## src/rtl/l1_dir_agent.sv

```systemverilog
// L1 cache controller for the directory protocol: 4 direct-mapped 16-bit lines in MSI,
// issues miss/write-back requests and answers directory invalidate/fetch messages.
module l1_dir_agent #(
  parameter int unsigned PROC_ID = 0
) (
  input  logic        clock,
  input  logic        reset_n,
  input  logic        cpu_valid,
  output logic        cpu_ready,
  input  logic        cpu_we,
  input  logic [2:0]  cpu_addr,
  input  logic [15:0] cpu_wdata,
  output logic        cpu_done,
  output logic [15:0] cpu_rdata,
  output logic        req_valid,
  input  logic        req_ready,
  output logic [1:0]  req_type,
  output logic [2:0]  req_addr,
  output logic [15:0] req_data,
  output logic        req_src,
  input  logic        dir_valid,
  output logic        dir_ready,
  input  logic [1:0]  dir_type,
  input  logic [2:0]  dir_addr,
  input  logic [15:0] dir_data,
  output logic        rsp_valid,
  input  logic        rsp_ready,
  output logic        rsp_type,
  output logic [2:0]  rsp_addr,
  output logic [15:0] rsp_data
);
  localparam int unsigned LINES = 4;
  localparam int unsigned DW    = 16;
  localparam int unsigned AW    = 3;

  localparam logic [1:0] LS_I = 2'b00;
  localparam logic [1:0] LS_S = 2'b01;
  localparam logic [1:0] LS_M = 2'b10;

  localparam logic [1:0] RQ_RD = 2'b00;
  localparam logic [1:0] RQ_WR = 2'b01;
  localparam logic [1:0] RQ_WB = 2'b10;

  localparam logic [1:0] DT_DATA  = 2'b00;
  localparam logic [1:0] DT_INV   = 2'b01;
  localparam logic [1:0] DT_FETCH = 2'b10;
  localparam logic [1:0] DT_FINV  = 2'b11;

  typedef enum logic [2:0] {
    ST_IDLE, ST_WB_REQ, ST_MISS_REQ, ST_WAIT_REPLY, ST_RESPOND
  } fsm_e;

  fsm_e                      state_q, state_d, ret_q, ret_d;
  logic [LINES-1:0][1:0]     lst_q, lst_d;
  logic [LINES-1:0]          tag_q, tag_d;
  logic [LINES-1:0][DW-1:0]  data_q, data_d;
  logic                      pend_we_q, pend_we_d;
  logic [AW-1:0]             pend_addr_q, pend_addr_d;
  logic [DW-1:0]             pend_wdata_q, pend_wdata_d;
  logic                      cpu_done_q, cpu_done_d;
  logic [DW-1:0]             cpu_rdata_q, cpu_rdata_d;
  logic                      req_valid_q, req_valid_d;
  logic [1:0]                req_type_q, req_type_d;
  logic [AW-1:0]             req_addr_q, req_addr_d;
  logic [DW-1:0]             req_data_q, req_data_d;
  logic                      rsp_valid_q, rsp_valid_d;
  logic                      rsp_type_q, rsp_type_d;
  logic [AW-1:0]             rsp_addr_q, rsp_addr_d;
  logic [DW-1:0]             rsp_data_q, rsp_data_d;

  logic [1:0] cpu_idx, dir_idx, pend_idx;
  logic       cpu_hit, dir_hit, dir_fire;
  logic [DW-1:0] fill_data;

  // Ready signals are gated by reset so nothing is offered while reset is held.
  assign cpu_ready = reset_n && (state_q == ST_IDLE) && !dir_valid;
  assign dir_ready = reset_n && ((state_q == ST_IDLE) || (state_q == ST_WAIT_REPLY));

  assign cpu_idx   = cpu_addr[1:0];
  assign dir_idx   = dir_addr[1:0];
  assign pend_idx  = pend_addr_q[1:0];
  assign cpu_hit   = (lst_q[cpu_idx] != LS_I) && (tag_q[cpu_idx] == cpu_addr[2]);
  assign dir_hit   = (lst_q[dir_idx] != LS_I) && (tag_q[dir_idx] == dir_addr[2]);
  assign dir_fire  = dir_valid && dir_ready;
  assign fill_data = pend_we_q ? pend_wdata_q : dir_data;

  always_comb begin
    state_d      = state_q;
    ret_d        = ret_q;
    lst_d        = lst_q;
    tag_d        = tag_q;
    data_d       = data_q;
    pend_we_d    = pend_we_q;
    pend_addr_d  = pend_addr_q;
    pend_wdata_d = pend_wdata_q;
    cpu_done_d   = 1'b0;
    cpu_rdata_d  = cpu_rdata_q;
    req_valid_d  = req_valid_q;
    req_type_d   = req_type_q;
    req_addr_d   = req_addr_q;
    req_data_d   = req_data_q;
    rsp_valid_d  = rsp_valid_q;
    rsp_type_d   = rsp_type_q;
    rsp_addr_d   = rsp_addr_q;
    rsp_data_d   = rsp_data_q;

    if (dir_fire && (dir_type != DT_DATA)) begin
      // Coherence messages are serviced from IDLE or WAIT_REPLY; the response always goes out.
      rsp_valid_d = 1'b1;
      rsp_type_d  = (dir_type != DT_INV);
      rsp_addr_d  = dir_addr;
      rsp_data_d  = (dir_type == DT_INV) ? DW'(0) : data_q[dir_idx];
      ret_d       = state_q;
      state_d     = ST_RESPOND;
      if (dir_hit) begin
        case (dir_type)
          DT_INV, DT_FINV: lst_d[dir_idx] = LS_I;
          DT_FETCH:        if (lst_q[dir_idx] == LS_M) lst_d[dir_idx] = LS_S;
          default:         ;
        endcase
      end
    end else begin
      case (state_q)
        ST_IDLE: begin
          if (cpu_valid && cpu_ready) begin
            pend_we_d    = cpu_we;
            pend_addr_d  = cpu_addr;
            pend_wdata_d = cpu_wdata;
            if (cpu_hit && !cpu_we) begin
              cpu_done_d  = 1'b1;
              cpu_rdata_d = data_q[cpu_idx];
            end else if (cpu_hit && (lst_q[cpu_idx] == LS_M)) begin
              data_d[cpu_idx] = cpu_wdata;
              cpu_done_d      = 1'b1;
              cpu_rdata_d     = cpu_wdata;
            end else if (cpu_hit || (lst_q[cpu_idx] != LS_M)) begin
              state_d     = ST_MISS_REQ;
              req_valid_d = 1'b1;
              req_type_d  = cpu_we ? RQ_WR : RQ_RD;
              req_addr_d  = cpu_addr;
              req_data_d  = DW'(0);
            end else begin
              state_d         = ST_WB_REQ;
              req_valid_d     = 1'b1;
              req_type_d      = RQ_WB;
              req_addr_d      = {tag_q[cpu_idx], cpu_idx};
              req_data_d      = data_q[cpu_idx];
              lst_d[cpu_idx]  = LS_I;
            end
          end
        end
        ST_WB_REQ: begin
          if (req_ready) begin
            state_d    = ST_MISS_REQ;
            req_type_d = pend_we_q ? RQ_WR : RQ_RD;
            req_addr_d = pend_addr_q;
            req_data_d = DW'(0);
          end
        end
        ST_MISS_REQ: begin
          if (req_ready) begin
            req_valid_d = 1'b0;
            state_d     = ST_WAIT_REPLY;
          end
        end
        ST_WAIT_REPLY: begin
          // Data replies for any other address are consumed and dropped.
          if (dir_fire && (dir_addr == pend_addr_q)) begin
            lst_d[pend_idx]  = pend_we_q ? LS_M : LS_S;
            tag_d[pend_idx]  = pend_addr_q[2];
            data_d[pend_idx] = fill_data;
            cpu_done_d       = 1'b1;
            cpu_rdata_d      = fill_data;
            state_d          = ST_IDLE;
          end
        end
        ST_RESPOND: begin
          if (rsp_ready) begin
            rsp_valid_d = 1'b0;
            state_d     = ret_q;
          end
        end
        default: state_d = ST_IDLE;
      endcase
    end
  end

  always_ff @(posedge clock or negedge reset_n) begin
    if (!reset_n) begin
      state_q      <= ST_IDLE;
      ret_q        <= ST_IDLE;
      lst_q        <= '0;
      tag_q        <= '0;
      data_q       <= '0;
      pend_we_q    <= 1'b0;
      pend_addr_q  <= '0;
      pend_wdata_q <= '0;
      cpu_done_q   <= 1'b0;
      cpu_rdata_q  <= '0;
      req_valid_q  <= 1'b0;
      req_type_q   <= '0;
      req_addr_q   <= '0;
      req_data_q   <= '0;
      rsp_valid_q  <= 1'b0;
      rsp_type_q   <= 1'b0;
      rsp_addr_q   <= '0;
      rsp_data_q   <= '0;
    end else begin
      state_q      <= state_d;
      ret_q        <= ret_d;
      lst_q        <= lst_d;
      tag_q        <= tag_d;
      data_q       <= data_d;
      pend_we_q    <= pend_we_d;
      pend_addr_q  <= pend_addr_d;
      pend_wdata_q <= pend_wdata_d;
      cpu_done_q   <= cpu_done_d;
      cpu_rdata_q  <= cpu_rdata_d;
      req_valid_q  <= req_valid_d;
      req_type_q   <= req_type_d;
      req_addr_q   <= req_addr_d;
      req_data_q   <= req_data_d;
      rsp_valid_q  <= rsp_valid_d;
      rsp_type_q   <= rsp_type_d;
      rsp_addr_q   <= rsp_addr_d;
      rsp_data_q   <= rsp_data_d;
    end
  end

  assign cpu_done  = cpu_done_q;
  assign cpu_rdata = cpu_rdata_q;
  assign req_valid = req_valid_q;
  assign req_type  = req_type_q;
  assign req_addr  = req_addr_q;
  assign req_data  = req_data_q;
  assign req_src   = 1'(PROC_ID);
  assign rsp_valid = rsp_valid_q;
  assign rsp_type  = rsp_type_q;
  assign rsp_addr  = rsp_addr_q;
  assign rsp_data  = rsp_data_q;

endmodule

```

## config.mk

```make
export PLATFORM = sky130hd
export DESIGN_NAME = l1_dir_agent
export DESIGN_NICKNAME = d
export VERILOG_FILES = /design/src/rtl/l1_dir_agent.sv
export SDC_FILE = /design/constraint.sdc
export NUM_CORES = 1
export LEC_CHECK = 0
export CAP_MARGIN = 30
export CORE_ASPECT_RATIO = 1.25
export CORE_MARGIN = 2
export CORE_UTILIZATION = 40
export CTS_BUF_LIST = sky130_fd_sc_hd__clkbuf_8
export CTS_CLUSTER_SIZE = 10
export DETAILED_ROUTE_END_ITERATION = 10
export PLACE_DENSITY = 0.65
export SYNTH_ARGS = -nofsm -noshare
export SYNTH_HDL_FRONTEND = slang
export SYNTH_SLANG_ARGS = --single-unit
```

## constraint.sdc

```tcl
create_clock -name clock -period 6.86 [get_ports clock]
set_input_delay 2.058 -clock clock [delete_from_list [all_inputs] [get_ports clock]]
set_output_delay 2.058 -clock clock [all_outputs]
set_load 0.01 [all_outputs]
```

==> flow_summary_export.csv, run 1 <==
group,metric,value,unit
status,outcome,"finished, final reports clean",
clock_tree,htree_levels,4,
floorplan,rows,61,
clock_tree,cts_hold_buf,0,
grt,grt.overflow.total,0,
sta,timing.fmax,186.1,MHz
grt,first_global_vias,7492,
sta,relSlewSlack,28.74,%
floorplan,core_area,22290,µm²
final_layout,diodes,0,
final_layout,syn2layout_area_growth,18.97,%
clock_tree,cts_setup_buffers,0,
place,placedCellCount,1145,
synth,synth_top_area_share,44.59,%
sta,clock_skew,0.01259,ns
synth,async_flop_share,100.0,%
clock_tree,numCtsBuffers,17,
sta,finalSetupTns,0,ns
setup_path,critPathArrivalTime,3.31,ns
setup_path,path_delay_family,"buffers and inverters",
clock_tree,post_cts_resized,0,
final_layout,nets,928,
synth,ys_ff_latch,162,
pwr,leakagePower,0.004579,µW
final_layout,drive_above_1_share,21.84,%
routing,ant_nets,0,
floorplan,ios,110,
sta,max_slew.worst_pin.slew,1.069,ns
setup_path,worst_ep_required_time,4.80,ns
floorplan,dieHeight,172.6,µm
synth,synthTopCellsByArea,"dfrtp_1 (45%), mux2_2 (11%), mux4_2 (8.9%), a22o_1 (6.3%), nand2_1 (2.6%)",
setup_path,slowest_stage,"clkdlybuf4s50_1",
pwr,vdd_drop_max,0.0001715,V
final_layout,fin_cells,1176,
setup_path,path_cells,"clkdlybuf4s50_1 > nor3b_1 > clkdlybuf4s50_1",
clock_tree,clkSinkCount,162,
setup_path,worstSetupEndpointType,"output port",
setup_path,path_buf_inv,2,
grt,grt_max_degree,65,
sta,slew_violations,0,
synth,synth_edf_count,0,
routing,first_pass_iters,7,
synth,synth.largest_area_cell,"dfrtp_1",
floorplan,chipWidth,138.8,µm
routing,routedWlPerCell,24.11,µm
synth,yosysMostFrequentCell,"dfrtp_1",
routing,vias_per_cell,6.264,
grt,antenna_found_initial,0,
sta,setup_viol,0,
floorplan,start_util,40.79,%
final_layout,fill_cells,2087,
pwr,p_per_area,332.5,nW/µm²
synth,synth_cell_type_count,60,
place,gp_congestion,0.8838,
sta,hold_viol,0,
synth,synth_fp_nets,851,
grt,grtUsageTotal,23.92,%
synth,ys_seq_area_share,44.59,%
synth,syn_inst,804,
routing,num_vias,7367,
clock_tree,clk_pin_slew_worst_paths,0.09,ns
flow_run,maxCapViolations,0,
setup_path,crit_top_cell,"clkdlybuf4s50_1",
setup_path,path_class,"in -> out",
sta,rsz0062_at_grt,"no",
routing,drc,0,
place,portBuffers,108,
clock_tree,clk_path_buf_depth,2,
routing,drt_iter0_drc,700,
clock_tree,clockRootBuffer,"clkbuf_8",
worst_hold_path,hp-class,"reg -> reg",
grt,grt_pass1_wl,44.23,mm
routing,wl,28.36,mm
sta,period_share,78.32,%
synth,synth_area,9091,µm²
place,dpl.hpwl,17.95,mm
clock_tree,clock_latency,0.47,ns
clock_tree,cts_tree,"built",
synth,yosysWarningCount,0,
synth,synthTopCellsByCount,"dfrtp_1 (162), mux2_2 (89), a22o_1 (65)",
setup_path,path_max_fanout,4,
sta,min_period,5.373,ns
setup_path,max_stage_delay,0.58,ns
synth,avgSynthCellArea,11.31,µm²
floorplan,dieArea,23960,µm²
synth,ys.flop_type,"dfrtp_1",
setup_path,crit_path_start_kind,"input pin",
-- metal layers --
layer | GRT usage [%] | share of wire, % | up-vias | wire length, µm
met5 | 0 | 0 | - | 0
met4 | 9.764 | 3.4 | 0 | 978
met3 | 4.736 | 7.3 | 70 | 2066
met2 | 39.66 | 50 | 345 | 14050
met1 | 30.83 | 40 | 3763 | 11270
li1 | - | - | 3189 | -
-- cell families (layout without fill, tap and decap cells) --
group | after synthesis | count (layout) | synth area share, %
buffers and inverters | 101 | 190 | 4.707
DFF | 162 | 162 | 44.59
muxes | 152 | 152 | 23.01
AOI/OAI and AO/OA | 189 | 189 | 16.30
other | 1 | 1 | 0.04125
xor gates and xnor gates | 8 | 8 | 1.060
and+or+nand+nor | 191 | 191 | 10.29
-- layout make-up --
| class | instances | area (µm²) | area share (%) |
|---|---|---|---|
| repair buffers | 130 | 1257 | 11.63 |
| multi-input cells | 541 | 4632 | 42.83 |
| inverters | 29 | 108.9 | 1.006 |
| well taps | 283 | 354.1 | 3.274 |
| flip-flops and latches | 162 | 4054 | 37.48 |
| clock inverters | 13 | 161.4 | 1.492 |
| clock buffers | 18 | 247.7 | 2.291 |
-- final timing paths --
kind,startpoint,endpoint,slack [ns],cells past startpoint
worst max register to register,state_q[1]$_DFFE_PN0P_,cpu_rdata[0]$_DFFE_PN0P_,3.23,6
max in group asynchronous,reset_n,data_q[61]$_DFFE_PN0P_,3.69,4
worst min-delay path,rsp_valid$_DFFE_PN0P_,rsp_valid$_DFFE_PN0P_,0.48,2
min in group asynchronous,reset_n,pend_wdata_q[5]$_DFFE_PN0P_,1.46,1
worst min register to register,rsp_valid$_DFFE_PN0P_,rsp_valid$_DFFE_PN0P_,0.48,2
worst max-delay path,dir_valid,cpu_ready,1.49,3
-- registers in the layout, summed over array words and instances, names as in the netlist, 2 cells and up, named ones only --
| signal | flops |
|---|---|
| req_type | 2 |
| req_data | 16 |
| pend_wdata_q | 16 |
| req_addr | 3 |
| rsp_addr | 3 |
| lst_q | 4 |
| ret_q | 3 |
| cpu_rdata | 16 |
| state_q | 3 |
| tag_q | 4 |
| data_q | 64 |
| rsp_data | 16 |
| pend_addr_q | 3 |
-- through the flow --
| stage | utilization (%) | area (µm²) | setup slack [ns] | power, µW | hold WS (ns) |
|---|---|---|---|---|---|
| global route | 48.53 | 10820 | 1.420 | 3787 | 0.5088 |
| CTS | 48.53 | 10820 | 1.484 | 3600 | 0.4868 |
| floorplan | - | 9091 | 2.423 | 2271 | 0.4474 |
| detailed placement | 46.69 | 10410 | 1.331 | 2861 | 0.4659 |
| finish | 48.53 | 10820 | 1.487 | 3596 | 0.4795 |
| global placement | 46.57 | 10380 | 1.410 | 2833 | 0.4618 |
-- cell usage in the layout, fill, tap and decap left out, types with 9 or more instances in the layout --
| cell | count |
|---|---|
| o32ai_1 | 9 |
| inv_1 | 30 |
| o21ai_0 | 21 |
| a21oi_1 | 13 |
| a22o_1 | 65 |
| a32o_1 | 17 |
| mux2i_1 | 22 |
| nor3_1 | 43 |
| buf_4 | 21 |
| a31oi_1 | 38 |
| dfrtp_1 | 162 |
| clkdlybuf4s50_1 | 105 |
| mux4_2 | 36 |
| clkbuf_8 | 18 |
| nand2_1 | 64 |
| nor2_1 | 31 |
| mux2_2 | 89 |
-- power breakdown --
group	leakage (µW)	internal, µW	total (µW)	switching (µW)
clock network	0.000203	368	739	371
registers	0.00216	1210	1420	214
logic	0.00222	658	1430	775
-- worst min-delay path, delay by kind of cell (launching register included) --
family / cells / cell delay [ns]
DFF: 1 / 0.35
and+or+nand+nor: 2 / 0.10
Note: power is estimated with default switching activity, not from simulation.
==> run 2, diff against run 1 <==
Settings changed: PLACE_DENSITY 0.65 to 0.67.
Clock period 6.86 ns to 4.7 ns, I/O delays scaled along.
==> flow_summary_export.csv, run 2 (synthesis gave the netlist of run 1 again) <==
group,metric,value,unit
final_layout,ff_latch_area,4054,µm²
sta,max_slew.worst_pin.slew,0.9253,ns
clock_tree,numCtsBuffers,17,
routing,drc,0,
final_layout,final_common_cell,"dfrtp_1",
worst_hold_path,hp-class,"reg -> reg",
place,portBuffers,108,
final_layout,mostFrequentLayoutCells,"dfrtp_1 (162), clkdlybuf4s50_1 (105), mux2_2 (89)",
sta,timing.fmax,245.1,MHz
pwr,p_per_area,493.3,nW/µm²
sta,finalSetupTns,0,ns
clock_tree,clockRootBuffer,"clkbuf_8",
final_layout,syn2layout_area_growth,20.60,%
place,gp_congestion,0.8678,
setup_path,slowest_stage,"clkdlybuf4s50_1",
floorplan,rows,61,
flow_run,maxCapViolations,0,
sta,slew_violations,0,
setup_path,path_class,"in -> out",
routing,num_vias,7437,
final_layout,fill_cells,1997,
clock_tree,clock_latency,0.46,ns
sta,period_share,86.82,%
setup_path,max_stage_delay,0.57,ns
clock_tree,clkSinkCount,162,
clock_tree,clk_path_buf_depth,2,
setup_path,crit_top_cell,"clkdlybuf4s50_1",
sta,min_period,4.080,ns
setup_path,crit_path_start_kind,"input pin",
grt,grtUsageTotal,24.12,%
clock_tree,cts_tree,"built",
final_layout,drive_above_1_share,22.76,%
clock_tree,post_cts_resized,0,
setup_path,worst_ep_required_time,3.29,ns
routing,wl,28.80,mm
worst_hold_path,hold_depth,2,
floorplan,ios,110,
pwr,leakagePower,0.004663,µW
sta,rsz0062_at_grt,"no",
sta,hold_viol,0,
grt,antenna_found_initial,0,
clock_tree,htree_levels,4,
clock_tree,cts_hold_buf,0,
final_layout,utilization,49.20,%
routing,first_pass_iters,5,
floorplan,dieArea,23960,µm²
sta,relSlewSlack,38.32,%
routing,vias_per_cell,6.260,
status,outcome,"finished, final reports clean",
routing,ant_nets,0,
floorplan,chipWidth,138.8,µm
floorplan,start_util,40.79,%
routing,routedWlPerCell,24.24,µm
clock_tree,clk_pin_slew_worst_paths,0.09,ns
grt,grt_max_degree,53,
final_layout,nets,940,
floorplan,dieHeight,172.6,µm
clock_tree,cts_setup_buffers,0,
sta,clock_skew,0.01218,ns
final_layout,multi_input_area,4628,µm²
final_layout,diodes,0,
grt,grt.overflow.total,0,
setup_path,critPathArrivalTime,2.67,ns
setup_path,path_cells,"clkdlybuf4s50_1 > nor3b_1 > clkdlybuf4s50_1",
place,dpl.hpwl,18.37,mm
grt,first_global_vias,7544,
setup_path,worstSetupEndpointType,"output port",
setup_path,ff2ff_path_depth,5,
routing,drt_iter0_drc,738,
place,placedCellCount,1157,
floorplan,core_area,22290,µm²
final_layout,largest_reg_flops,64,
pwr,vdd_drop_max,0.0002435,V
final_layout,fin_cells,1188,
setup_path,path_max_fanout,4,
final_layout,largest-register,"data_q",
grt,grt_pass1_wl,44.72,mm
sta,setup_viol,0,
[run 2: cell count changes in the layout (fill, tap and decap cells not counted), sizes merged]
cell    before  now
buf         25   37
bufinv       3    6
clkbuf      18   17
clkinv       4    3
inv         32   31
[run 2: area by class of cell]
cell class	count	area share [%]
Inverter	29	0.9928
Clock inverter	14	2.168
Clock buffer	17	2.134
Timing Repair Buffer	142	12.29
Tap cell	283	3.229
Sequential cell	162	36.97
Multi-Input combinational cell	541	42.21
[run 2: worst paths after layout]
path,from,endpoint,slack [ns]
min reg2reg,ret_q[1]$_DFFE_PN0P_,ret_q[1]$_DFFE_PN0P_,0.48
min in group asynchronous,reset_n,rsp_addr[2]$_DFFE_PN0P_,0.82
max,dir_valid,cpu_ready,0.62
max reg2reg,state_q[1]$_DFFE_PN0P_,data_q[43]$_DFFE_PN0P_,1.88
min,ret_q[1]$_DFFE_PN0P_,ret_q[1]$_DFFE_PN0P_,0.48
max in group asynchronous,reset_n,cpu_rdata[15]$_DFFE_PN0P_,2.13
[run 2: metal layers]
| metal | track usage [%] | part of all wire [%] |
|---|---|---|
| met1 | 32.42 | 41 |
| met2 | 38.98 | 49 |
| met3 | 4.237 | 7.2 |
| met4 | 9.596 | 2.8 |
| met5 | 0 | 0 |
[run 2: worst max-delay path, delay by kind of cell]
| family | cells | cell delay, ns |
|---|---|---|
| simple gates | 1 | 0.23 |
| buf+inv | 2 | 1.02 |
[run 2: power by group]
| group | total [µW] | internal (µW) | switching [µW] |
|---|---|---|---|
| sequential | 2080 | 1770 | 312 |
| clock | 1230 | 683 | 542 |
| combinational | 2110 | 979 | 1130 |
[run 2: per-stage QoR]
| step | setup WS, ns | hold slack [ns] | power [µW] | area [µm²] |
|---|---|---|---|---|
| after global routing | 0.5423 | 0.5082 | 5675 | 10960 |
| final | 0.6196 | 0.4824 | 5408 | 10960 |
| after floorplan | 1.230 | 0.4474 | 3314 | 9091 |
| after detailed placement | 0.5041 | 0.4644 | 4185 | 10490 |
| after CTS | 0.6206 | 0.4867 | 5399 | 10960 |
| after global placement | 0.5994 | 0.4621 | 4143 | 10470 |
==> run 3, diff against run 2 <==
Settings changed: RECOVER_POWER set to 100.
==> flow_summary_export.csv, run 3 (synthesis gave the netlist of run 1 again) <==
group,metric,value,unit
flow_run,maxCapViolations,2,
clock_tree,post_cts_resized,0,
sta,setup_ws,0.3871,ns
setup_path,path_class,"in -> reg",
routing,first_pass_iters,5,
final_layout,mostFrequentLayoutCells,"dfrtp_1 (162), mux2_2 (89), dlygate4sd3_1 (66)",
clock_tree,clock_latency,0.46,ns
floorplan,dieArea,23960,µm²
setup_path,startpoint,"cpu_addr[1]",
status,outcome,"complete, but fails checks",
setup_path,r2r_slack,1.20,ns
clock_tree,clk_pin_slew_worst_paths,0.09,ns
final_layout,largest_reg_flops,64,
sta,min_period,4.313,ns
floorplan,chipWidth,138.8,µm
final_layout,largest-register,"data_q",
setup_path,worst_ep_required_time,5.05,ns
clock_tree,numCtsBuffers,17,
floorplan,start_util,40.79,%
grt,first_global_vias,7544,
sta,relSlewSlack,-40.62,%
floorplan,core_area,22290,µm²
place,dp_slack,0.5041,ns
sta,slew_violations,34,
sta,rsz0062_at_grt,"no",
setup_path,crit_end,"req_data[7]$_DFFE_PN0P_",
floorplan,rows,61,
setup_path,max_stage_delay,0.93,ns
routing,wl,28.76,mm
worst_hold_path,min_from,"ret_q[1]$_DFFE_PN0P_",
setup_path,path_max_fanout,12,
routing,vias_per_cell,6.273,
clock_tree,clk_path_buf_depth,2,
grt,grt_pass1_wl,44.72,mm
sta,finalSetupTns,0,ns
final_layout,nets,940,
grt,grt_max_degree,53,
pwr,p_per_area,489.2,nW/µm²
clock_tree,cts_tree,"built",
routing,num_vias,7452,
place,portBuffers,108,
place,dpl.hpwl,18.37,mm
setup_path,slowest_stage,"xor2_1",
setup_path,critPathArrivalTime,4.66,ns
setup_path,r2r_end,"tag_q[0]$_DFFE_PN0P_",
clock_tree,htree_levels,4,
worst_hold_path,hold_depth,2,
setup_path,ff2ff_path_depth,8,
clock_tree,clkSinkCount,162,
final_layout,drive_above_1_share,21.77,%
pwr,vdd_drop_max,0.0002438,V
final_layout,fill_cells,2002,
sta,clock_skew,0.01143,ns
sta,setup_viol,0,
floorplan,ios,110,
sta,max_slew.worst_pin.slew,2.109,ns
sta,timing.fmax,231.9,MHz
routing,routedWlPerCell,24.21,µm
grt,grt.overflow.total,0,
final_layout,final_common_cell,"dfrtp_1",
sta,hold_viol,0,
floorplan,dieHeight,172.6,µm
routing,drc,0,
final_layout,diodes,0,
clock_tree,clockRootBuffer,"clkbuf_8",
clock_tree,cts_hold_buf,0,
worst_hold_path,hp-class,"reg -> reg",
grt,grtUsageTotal,24.12,%
sta,period_share,91.76,%
setup_path,path_cells,"dlygate4sd3_1 > mux4_2 > xor2_1 > or3_1 > o2111ai_2 > buf_4 > a22o_1",
clock_tree,cts_setup_buffers,0,
grt,antenna_found_initial,0,
status,violations,"max-capacitance violations, max-slew violations",
final_layout,syn2layout_area_growth,20.07,%
setup_path,crit_path_start_kind,"input pin",
routing,ant_nets,0,
sta,hold_ws,0.4806,ns
place,gp_congestion,0.8678,
setup_path,worstSetupEndpointType,"flip-flop",
routing,drt_iter0_drc,709,
setup_path,r2r_start,"state_q[1]$_DFFE_PN0P_",
pwr,leakagePower,0.004785,µW
## run 3: changes by cell type in the layout (fill, tap and decap cells not counted), moves of 6 or more
cell	before	now
clkdlybuf4s50_1	105	39
buf_4	33	27
clkbuf_1	0	6
dlygate4sd3_1	0	66
## run 3: area by class of cell
class | instances | area, µm² | share of cell area, %
clock buffers | 17 | 234.0 | 2.144
clock inverters | 14 | 237.7 | 2.178
inverters | 29 | 108.9 | 0.9972
multi-input cells | 541 | 4602 | 42.16
flip-flops and latches | 162 | 4054 | 37.14
well taps | 283 | 354.1 | 3.244
repair buffers | 142 | 1325 | 12.14
## run 3: metrics by stage
stage / utilization [%] / instances / area (µm²) / total power [µW]
5_1_grt: 48.98 / 1188 / 10920 / 5610
3_5_place_dp: 47.08 / 1157 / 10490 / 4185
3_3_place_gp: 46.96 / 1156 / 10470 / 4143
4_1_cts: 49.20 / 1188 / 10960 / 5399
6_report: 48.98 / 1188 / 10920 / 5340
2_1_floorplan: - / 804 / 9091 / 3314
## run 3: how the worst min path moves through the flow
stage	endpoint	slack [ns]
after floorplan	ret_q[0]$_DFFE_PN0P_	0.45
after global placement	ret_q[0]$_DFFE_PN0P_	0.46
after detailed placement	ret_q[1]$_DFFE_PN0P_	0.46
after CTS	ret_q[1]$_DFFE_PN0P_	0.49
after global routing	ret_q[1]$_DFFE_PN0P_	0.51
final	ret_q[1]$_DFFE_PN0P_	0.48
## run 3: layer usage
layer	up-vias	wire (µm)	GRT usage (%)
met5	-	0	0
met4	0	781	9.596
met3	58	2059	4.237
met2	375	14200	38.98
met1	3808	11730	32.42
li1	3211	-	-
## run 3: worst max-delay path, delay by kind of cell
family / cells / cell delay (ns)
buffers and inverters: 2 / 1.06
xor gates and xnor gates: 1 / 0.93
AOI/OAI and AO/OA: 2 / 0.62
muxes: 1 / 0.41
and+or+nand+nor: 1 / 0.23
## run 3: report_power, final
part / leakage [µW] / switching (µW) / internal (µW) / total (µW)
combinational: 0.00240 / 1120 / 922 / 2040
sequential: 0.00216 / 306 / 1770 / 2070
clock: 0.000229 / 543 / 683 / 1230
total: 0.00479 / 1970 / 3370 / 5340
